## src/rtl/uart_rx.sv

```systemverilog
// UART receiver: 2-FF input synchronizer, mid-bit sampling from an internal divider,
// LSB-first framing with one start and one stop bit, framing-error and break handling.
module uart_rx #(
  parameter int CLKS_PER_BIT = 5208,
  parameter int DATA_BITS    = 9
) (
  input  logic                 clk,
  input  logic                 reset,
  input  logic                 RX_in,
  output logic [DATA_BITS-1:0] RX_data,
  output logic                 RX_valid,
  output logic                 RX_err,
  output logic                 RX_busy
);

  localparam int CW = $clog2(CLKS_PER_BIT);
  localparam int BW = $clog2(DATA_BITS + 1);
  localparam logic [CW-1:0] CNT_HALF  = CW'(CLKS_PER_BIT / 2 - 1);
  localparam logic [CW-1:0] CNT_LAST  = CW'(CLKS_PER_BIT - 1);
  localparam logic [BW-1:0] BITS_LAST = BW'(DATA_BITS - 1);

  typedef enum logic [2:0] {
    S_IDLE,
    S_START,
    S_DATA,
    S_STOP,
    S_BREAK
  } state_t;

  state_t               r_state;
  state_t               w_state_nxt;
  logic                 r_rx_meta;
  logic                 r_rx_s;
  logic [CW-1:0]        r_clk_cnt;
  logic [BW-1:0]        r_bit_cnt;
  logic [DATA_BITS-1:0] r_shreg;
  logic                 w_shift;
  logic                 w_valid_set;
  logic                 w_err_set;

  // Synchronizer presets to the idle (high) level so reset never looks like a start bit
  always_ff @(posedge clk or posedge reset) begin
    if (reset) begin
      r_rx_meta <= 1'b1;
      r_rx_s    <= 1'b1;
    end else begin
      r_rx_meta <= RX_in;
      r_rx_s    <= r_rx_meta;
    end
  end

  always_ff @(posedge clk or posedge reset) begin
    if (reset) r_state <= S_IDLE;
    else       r_state <= w_state_nxt;
  end

  always_comb begin
    w_state_nxt = r_state;
    w_shift     = 1'b0;
    w_valid_set = 1'b0;
    w_err_set   = 1'b0;
    case (r_state)
      S_IDLE:
        if (!r_rx_s) w_state_nxt = S_START;
      S_START:
        if (r_clk_cnt == CNT_HALF) w_state_nxt = r_rx_s ? S_IDLE : S_DATA;
      S_DATA:
        if (r_clk_cnt == CNT_LAST) begin
          w_shift = 1'b1;
          if (r_bit_cnt == BITS_LAST) w_state_nxt = S_STOP;
        end
      S_STOP:
        // Leaving at mid-stop gives half a bit of slack to catch a back-to-back start
        if (r_clk_cnt == CNT_LAST) begin
          if (r_rx_s) begin
            w_valid_set = 1'b1;
            w_state_nxt = S_IDLE;
          end else begin
            w_err_set   = 1'b1;
            w_state_nxt = S_BREAK;
          end
        end
      S_BREAK:
        if (r_rx_s) w_state_nxt = S_IDLE;
      default:
        w_state_nxt = S_IDLE;
    endcase
  end

  always_ff @(posedge clk or posedge reset) begin
    if (reset) begin
      r_clk_cnt <= '0;
      r_bit_cnt <= '0;
    end else begin
      if ((w_state_nxt != r_state) || (r_state == S_IDLE) || (r_state == S_BREAK) ||
          ((r_state == S_DATA) && (r_clk_cnt == CNT_LAST)))
        r_clk_cnt <= '0;
      else
        r_clk_cnt <= r_clk_cnt + CW'(1);
      if (r_state == S_START)
        r_bit_cnt <= '0;
      else if (w_shift)
        r_bit_cnt <= r_bit_cnt + BW'(1);
    end
  end

  // Shift right so the first (LSB) bit ends up at bit 0 after DATA_BITS samples
  always_ff @(posedge clk) begin
    if (w_shift) r_shreg <= {r_rx_s, r_shreg[DATA_BITS-1:1]};
  end

  always_ff @(posedge clk or posedge reset) begin
    if (reset) begin
      RX_data  <= '0;
      RX_valid <= 1'b0;
      RX_err   <= 1'b0;
    end else begin
      RX_valid <= w_valid_set;
      RX_err   <= w_err_set;
      if (w_valid_set) RX_data <= r_shreg;
    end
  end

  assign RX_busy = (r_state != S_IDLE);

endmodule
```

## config.mk

```make
export PLATFORM = sky130hd
export DESIGN_NAME = uart_rx
export DESIGN_NICKNAME = d
export VERILOG_FILES = /design/src/rtl/uart_rx.sv
export SDC_FILE = /design/constraint.sdc
export NUM_CORES = 1
export LEC_CHECK = 0
export BUFFER_PORTS_ARGS = -buffer_cell sky130_fd_sc_hd__buf_2
export CAP_MARGIN = 20
export CORE_ASPECT_RATIO = 1.25
export CORE_MARGIN = 2
export CORE_UTILIZATION = 59
export CTS_CLUSTER_DIAMETER = 40
export CTS_CLUSTER_SIZE = 20
export DETAILED_ROUTE_END_ITERATION = 10
export PLACE_DENSITY = 0.78
export SLEW_MARGIN = 40
export SYNTH_ARGS = -nofsm -noshare
export SYNTH_HDL_FRONTEND = slang
export SYNTH_SLANG_ARGS = --single-unit
```

## constraint.sdc

```tcl
create_clock -name clk -period 2.8 [get_ports clk]
set_input_delay 0.14 -clock clk [delete_from_list [all_inputs] [get_ports clk]]
set_output_delay 0.14 -clock clk [all_outputs]
set_load 0.005 [all_outputs]
```

==> impl_results.md, run 1 <==
* Share of the synthesized area in the top cell type at 38.3%
* Routed wire length at 3.79 mm
* Most numerous cell in the Yosys netlist: dfrtp_1
* Global-route wire length before repair at 6.53 mm
* Ratio of cells with drive above 1 in the final layout at 20.6%
* Placed Cells at 226
* Post-Syn Instances at 179
* Avg Vias per Cell at 6.24
* Total Routing Usage GR at 21.4%
* Design Power at 0.00102 W
* CTS clk-pin slew, worst paths at 80 ps
* Syn_nets at 185
* EDFF count, synth at 9
* GPL Wtd Cong at 0.901
* Setup bufs post-CTS at 0
* Post-route setup TNS at 0 ps
* Sequential share of the synthesized area at 54.2%
* Largest net degree at the start of global routing at 34
* P&R area growth vs syn at 10.3%
* HPWL Detailed at 2.73 mm
* CTS sink cnt at 42
* Initial antenna violation count at 0
* Clock root cell: clkbuf_8
* Tmin final at 2180 ps
* Syn Area/Cell at 11.3 um^2
* Diodes inserted at 0
* Peak VDD IR at 393 uV
* Clk_skew at 9.71 ps
* YS warnings at 0
* Post-DRT Antenna Nets at 0
* Die area at 3920 um^2
* CTS max path bufs at 2
* Die Ht at 69.5 um
* Clock latency on the worst-skew pair at 300 ps
* Port-buffer cells at 14
* Dpl ws at 633 ps
* Wire length on met2 at 2.03 mm
* Highest metal used: met4
* Setup WS post-layout at 621 ps
* CTS Buf Count at 5
* Critical path class: register to register
* Critical Path Fanout Max at 9
* Max-slew headroom at 59.1%
* Ys flop type: dfrtp_1
* Final Hold Vio Count at 0
* Initial drt markers at 63
* Period utilization at 77.8%
* Reg area at 1100 um^2
* Chip width at 56.4 um
* Vias in the first global route at 1418
* Required time of the critical path at 2980 ps
* Yosys top cell by area: dfrtp_1
* Post-cts sizing count at 0
* Leak at 0.977 nW
* Worst-Margin Slew at 614 ps
* Unique cell type count in the Yosys netlist at 44
* CTS tree: done
* Metal-1 WL at 1.52 mm
* Cell Rows at 23
* Area occupied by multi-input gates at 861 um^2
* DRC Markers at 0
* FILL cells at 236
* Ranking of synthesized cells by area: dfrtp_1 (38%), edfxtp_1 (13%), mux2_2 (5.0%)
* Crit end category: register
* Total grt overflow at 0
* Min-delay worst type: register to register
* Fmax at 459 MHz
* Setup crit start kind: register
* CP Launch Point: r_clk_cnt[0]
* Setup violations, final at 0
* Max-cap violations at 0
* Reg2reg start: r_clk_cnt[0]
* Routed len/inst at 16.1 um
* RSZ-0062 raised after global routing: false
* Final Non-Filler Cells at 236
* Pwr dens at 454 nW/um^2
* Drt first pass iters at 4
* Most frequent cells after synthesis: dfrtp_1 (31), nor2_1 (14), nand3_1 (11)
* Critical path arrival at 2360 ps
* Starting Density at 62.3%
* Core Util, Final at 68.7%
* Routed wl met3 at 162 um
* Core ar. at 3250 um^2
* Fin. max-slew vios at 0
* Worst hold start: r_rx_meta
* Htree depth at 2
* Total I/O pin count at 15
* Synthesized flop and latch total at 42
* Via count at 1472
* Outcome: finished clean
* Synth Cell Area at 2030 um^2
* Fin nets at 204
* Ys async rst share at 78.6%
-- state kept, by name (all words and copies together), names as in the netlist --
signal     cells
RX_data        9
r_state        3
RX_err         1
r_rx_s         1
r_shreg        9
r_rx_meta      1
r_bit_cnt      4
r_clk_cnt     13
RX_valid       1
-- final cells by class --
| class | instances | area share (%) |
|---|---|---|
| inverters | 8 | 1.34 |
| clock buffers | 6 | 3.25 |
| repair buffers | 19 | 5.04 |
| well taps | 37 | 2.07 |
| multi-input cells | 122 | 38.5 |
| clock inverters | 2 | 0.616 |
| flip-flops and latches | 42 | 49.2 |
-- per-layer routing --
layer  vias up  GRT usage (%)
met3         7           4.48
met2        51           35.2
met4         0           9.79
met1       719           27.1
li1        695              -
met5         -              0
-- path summary, 6_finish.rpt --
| check | endpoint | cells past startpoint | slack (ps) |
|---|---|---|---|
| hold / removal | r_rx_s | 0 | 360 |
| max in group asynchronous | r_rx_s | 4 | 2010 |
| setup / recovery | RX_data[4] | 5 | 620 |
| hold reg to reg | r_rx_s | 0 | 360 |
| setup reg to reg | RX_data[4] | 5 | 620 |
| min in group asynchronous | r_clk_cnt[6] | 4 | 460 |
-- timing repair --
action,4_1_cts,5_1_grt
setup endpoints to repair,0,0
hold endpoints to repair,32,0
hold buffers,2,0
-- cell families after synthesis --
group	Yosys count	synth area share (%)
buffers and inverters	15	3.27
xor gates and xnor gates	10	4.32
AOI/OAI and AO/OA	27	9.57
DFF	42	54.2
adders and majority gates	3	1.85
and+or+nand+nor	73	21.7
muxes	9	5.00
-- placed cells by master, fill, tap and decap left out, types with 3 or more instances in the layout --
cell type and count:
or4_1 4, nand4_1 4, a21oi_1 4, xor2_1 6, nor2b_1 3, nor2_1 14, dfrtp_1 31, a211oi_1 7
and3_1 3, mux2_2 9, nand2_1 10, and4_1 3, ha_1 3, edfxtp_1 9, buf_2 14, buf_4 3
o21ai_0 3, xnor2_1 4, inv_1 8, o211ai_1 3, clkbuf_8 5, nand3_1 11, nor3_1 4
-- metrics by stage --
stage / instance area [um^2] / hold WS [ps]
6_report: 2230 / 362
2_1_floorplan: 2030 / 144
3_5_place_dp: 2130 / 247
4_1_cts: 2230 / 364
5_1_grt: 2230 / 365
3_3_place_gp: 2130 / 238
-- report_power, final --
| group | leakage [nW] | switching, W | internal [W] | total, W |
|---|---|---|---|---|
| Sequential | 0.520 | 0.00000198 | 0.000625 | 0.000627 |
| Clock | 0.0452 | 0.000199 | 0.000176 | 0.000375 |
| Combinational | 0.412 | 0.00000954 | 0.00000414 | 0.0000137 |
| Total | 0.977 | 0.000211 | 0.000805 | 0.00102 |
-- critical path, stage by stage, from the launching register on --
cell	delay (ps)
dfrtp_1	410
ha_1	270
nor3b_4	300
nand4_1	240
nor2_2	440
mux2_2	400
No activity file was read; power rests on OpenSTA's default activity.
==> run 2: changes to the inputs <==
--- a/config.mk
+++ b/config.mk
@@ -9,11 +9,11 @@
 export CAP_MARGIN = 20
 export CORE_ASPECT_RATIO = 1.25
 export CORE_MARGIN = 2
-export CORE_UTILIZATION = 59
+export CORE_UTILIZATION = 53
 export CTS_CLUSTER_DIAMETER = 40
 export CTS_CLUSTER_SIZE = 20
 export DETAILED_ROUTE_END_ITERATION = 10
-export PLACE_DENSITY = 0.78
+export PLACE_DENSITY = 0.74
 export SLEW_MARGIN = 40
 export SYNTH_ARGS = -nofsm -noshare
 export SYNTH_HDL_FRONTEND = slang
==> constraint.sdc (replaced) <==
create_clock -name clk -period 2 [get_ports clk]
set_input_delay 0.1 -clock clk [delete_from_list [all_inputs] [get_ports clk]]
set_output_delay 0.1 -clock clk [all_outputs]
set_load 0.005 [all_outputs]
==> impl_results.md, run 2 (synthesis results as in run 1) <==
* Avg Vias per Cell at 6.18 (-0.96%)
* Reg area at 1100 um^2 (unchanged)
* Largest net degree at the start of global routing at 34 (unchanged)
* HPWL Detailed at 2.81 mm (+3.1%)
* Final Non-Filler Cells at 248 (+5.1%)
* Worst-Margin Slew at 433 ps (-180 ps)
* Die Ht at 73.1 um (+5.2%)
* Cells on worst reg2reg path at 5 (unchanged)
* Critical Path Fanout Max at 8 (-1)
* Vias in the first global route at 1505 (+6.1%)
* Total grt overflow at 0 (unchanged)
* Routed len/inst at 16.4 um (+2.0%)
* Fmax at 521 MHz (+13%)
* Leak at 1.03 nW (+5.0%)
* Outcome: finished clean
* Total I/O pin count at 15 (unchanged)
* CTS max path bufs at 2 (unchanged)
* Reg-to-reg endpoint: r_state[0]
* Int Pwr at 0.00113 W (+40%)
* Switching pwr at 0.000331 W (+57%)
* Worst hold start: r_rx_meta
* Htree depth at 2 (unchanged)
* R2R Setup Slk at 80 ps (-540 ps)
* Starting Density at 54.4% (-7.9 points)
* Critical path arrival at 2140 ps (-220 ps)
* Fin nets at 213 (+4.4%)
* FILL cells at 288 (+22%)
* Max reg flops at 13 (unchanged)
* Port-buffer cells at 14 (unchanged)
* Clock root cell: clkbuf_8
* Hold Path Depth at 0 (unchanged)
* Critical path class: register to register
* Total Routing Usage GR at 20.9% (-0.50 points)
* Most frequent cells in the layout: dfrtp_1 (31), nor2_1 (14), buf_2 (14)
* Period utilization at 96.0% (+18 points)
* Diodes inserted at 0 (unchanged)
* CTS clk-pin slew, worst paths at 90 ps (about the same)
* Setup violations, final at 0 (unchanged)
* Crit end category: register
* Area occupied by multi-input gates at 878 um^2 (+2.0%)
* Initial drt markers at 96 (+52%)
* Required time of the critical path at 2220 ps (-760 ps)
* Global-route wire length before repair at 6.87 mm (+5.2%)
* Clock latency on the worst-skew pair at 300 ps (about the same)
* Fin. max-slew vios at 0 (unchanged)
* Ratio of cells with drive above 1 in the final layout at 25.5% (+4.9 points)
* Final Hold Vio Count at 0 (unchanged)
* Post-DRT Antenna Nets at 0 (unchanged)
* Clk_skew at 4.90 ps (-4.81 ps)
* Registers with the most flip-flops: r_clk_cnt (13), RX_data (9), r_shreg (9)
* Most common cell after layout, fill and taps aside: dfrtp_1
* CTS tree: done
* Min-delay worst type: register to register
* Combinational share of power at 1.4% (about the same)
* Max-slew headroom at 71.1% (+12 points)
* P&R area growth vs syn at 15.0%
* Switching share of power at 22.6% (+1.9 points)
* Tmin final at 1920 ps (-259 ps)
* GPL Wtd Cong at 0.898 (-0.30%)
* Setup crit start kind: register
* Placed Cells at 236 (+4.4%)
* Via count at 1532 (+4.1%)
* Chip width at 59.3 um (+5.1%)
* Post-route setup TNS at 0 ps (unchanged)
* Core ar. at 3720 um^2 (+14%)
* Cell Rows at 25 (+8.7%)
* Drt first pass iters at 4 (unchanged)
* Die area at 4340 um^2 (+11%)
* Clock group share of total power at 38.6% (+1.7 points)
* Initial antenna violation count at 0 (unchanged)
* Pwr dens at 627 nW/um^2 (+38%)
* Reg2reg start: r_clk_cnt[0]
* DRC Markers at 0 (unchanged)
* Biggest register: r_clk_cnt
* CTS Buf Count at 5 (unchanged)
* WHS Endpoint: r_rx_s
* Max-cap violations at 0 (unchanged)
* Power share of the sequential group at 60.1% (-1.6 points)
* CTS sink cnt at 42 (unchanged)
* Peak VDD IR at 415 uV (+5.6%)
* Routed wire length at 4.07 mm (+7.2%)
## run 2: critical path, cell delays in order, from the launching register on
cell     delay, ps
dfrtp_1        410
ha_1           180
nor3b_4        300
nand4_4        220
or4_4          560
a31oi_1        180
## run 2: area by class of cell
cell class | count | area share (%)
Timing Repair Buffer | 28 | 7.73
Tap cell | 40 | 2.15
Sequential cell | 42 | 47.2
Multi-Input combinational cell | 122 | 37.7
Inverter | 8 | 1.29
Clock buffer | 5 | 2.95
Clock inverter | 3 | 1.02
## run 2: how the worst max path moves through the flow
| stage | start | end | depth (start not counted) | slack (ps) |
|---|---|---|---|---|
| 6_report | r_clk_cnt[0] | r_state[0] | 5 | 80 |
| 3_3_place_gp | r_clk_cnt[0] | r_state[0] | 5 | 170 |
| 4_1_cts | r_clk_cnt[0] | r_state[0] | 5 | 40 |
| 2_1_floorplan | r_clk_cnt[0] | r_shreg[0] | 5 | 20 |
| 5_1_grt | r_clk_cnt[0] | r_state[0] | 5 | -20 |
| 3_5_place_dp | r_clk_cnt[0] | r_state[0] | 5 | 60 |
## run 2: layer usage
layer	vias to the layer above	track usage, %	wire (um)
li1	714	-	-
met1	759	24.7	1710
met2	52	36.0	2120
met3	7	4.26	172
met4	0	9.34	60
met5	-	0	0
## run 2: repair_timing
action                                  in CTS  in global routing
buffers inserted                             0                  2
gates resized for setup                      0                  2
hold buffers                                 2                  0
hold endpoints to repair                    32                  0
endpoints found under the setup margin       0                 12
## run 2: power groups by stage
stage / Sequential, W / Combinational (W) / Clock (W)
2_1_floorplan: 0.000894 / 0.0000106 / 0
3_3_place_gp: 0.000895 / 0.0000172 / 0
3_5_place_dp: 0.000895 / 0.0000181 / 0
4_1_cts: 0.000877 / 0.0000211 / 0.000574
5_1_grt: 0.000878 / 0.0000230 / 0.000607
6_report: 0.000877 / 0.0000197 / 0.000563
## run 2: per-stage QoR
stage	power, W	setup slack (ps)	hold slack [ps]	util [%]	instance area, um^2
after global routing	0.00151	-18.2	382	62.6	2330
after global placement	0.000912	169	202	58.8	2190
final	0.00146	79.3	371	62.6	2330
after floorplan	0.000904	18.3	104	-	2030
after CTS	0.00147	39.3	376	61.8	2300
after detailed placement	0.000913	63.3	206	58.8	2190
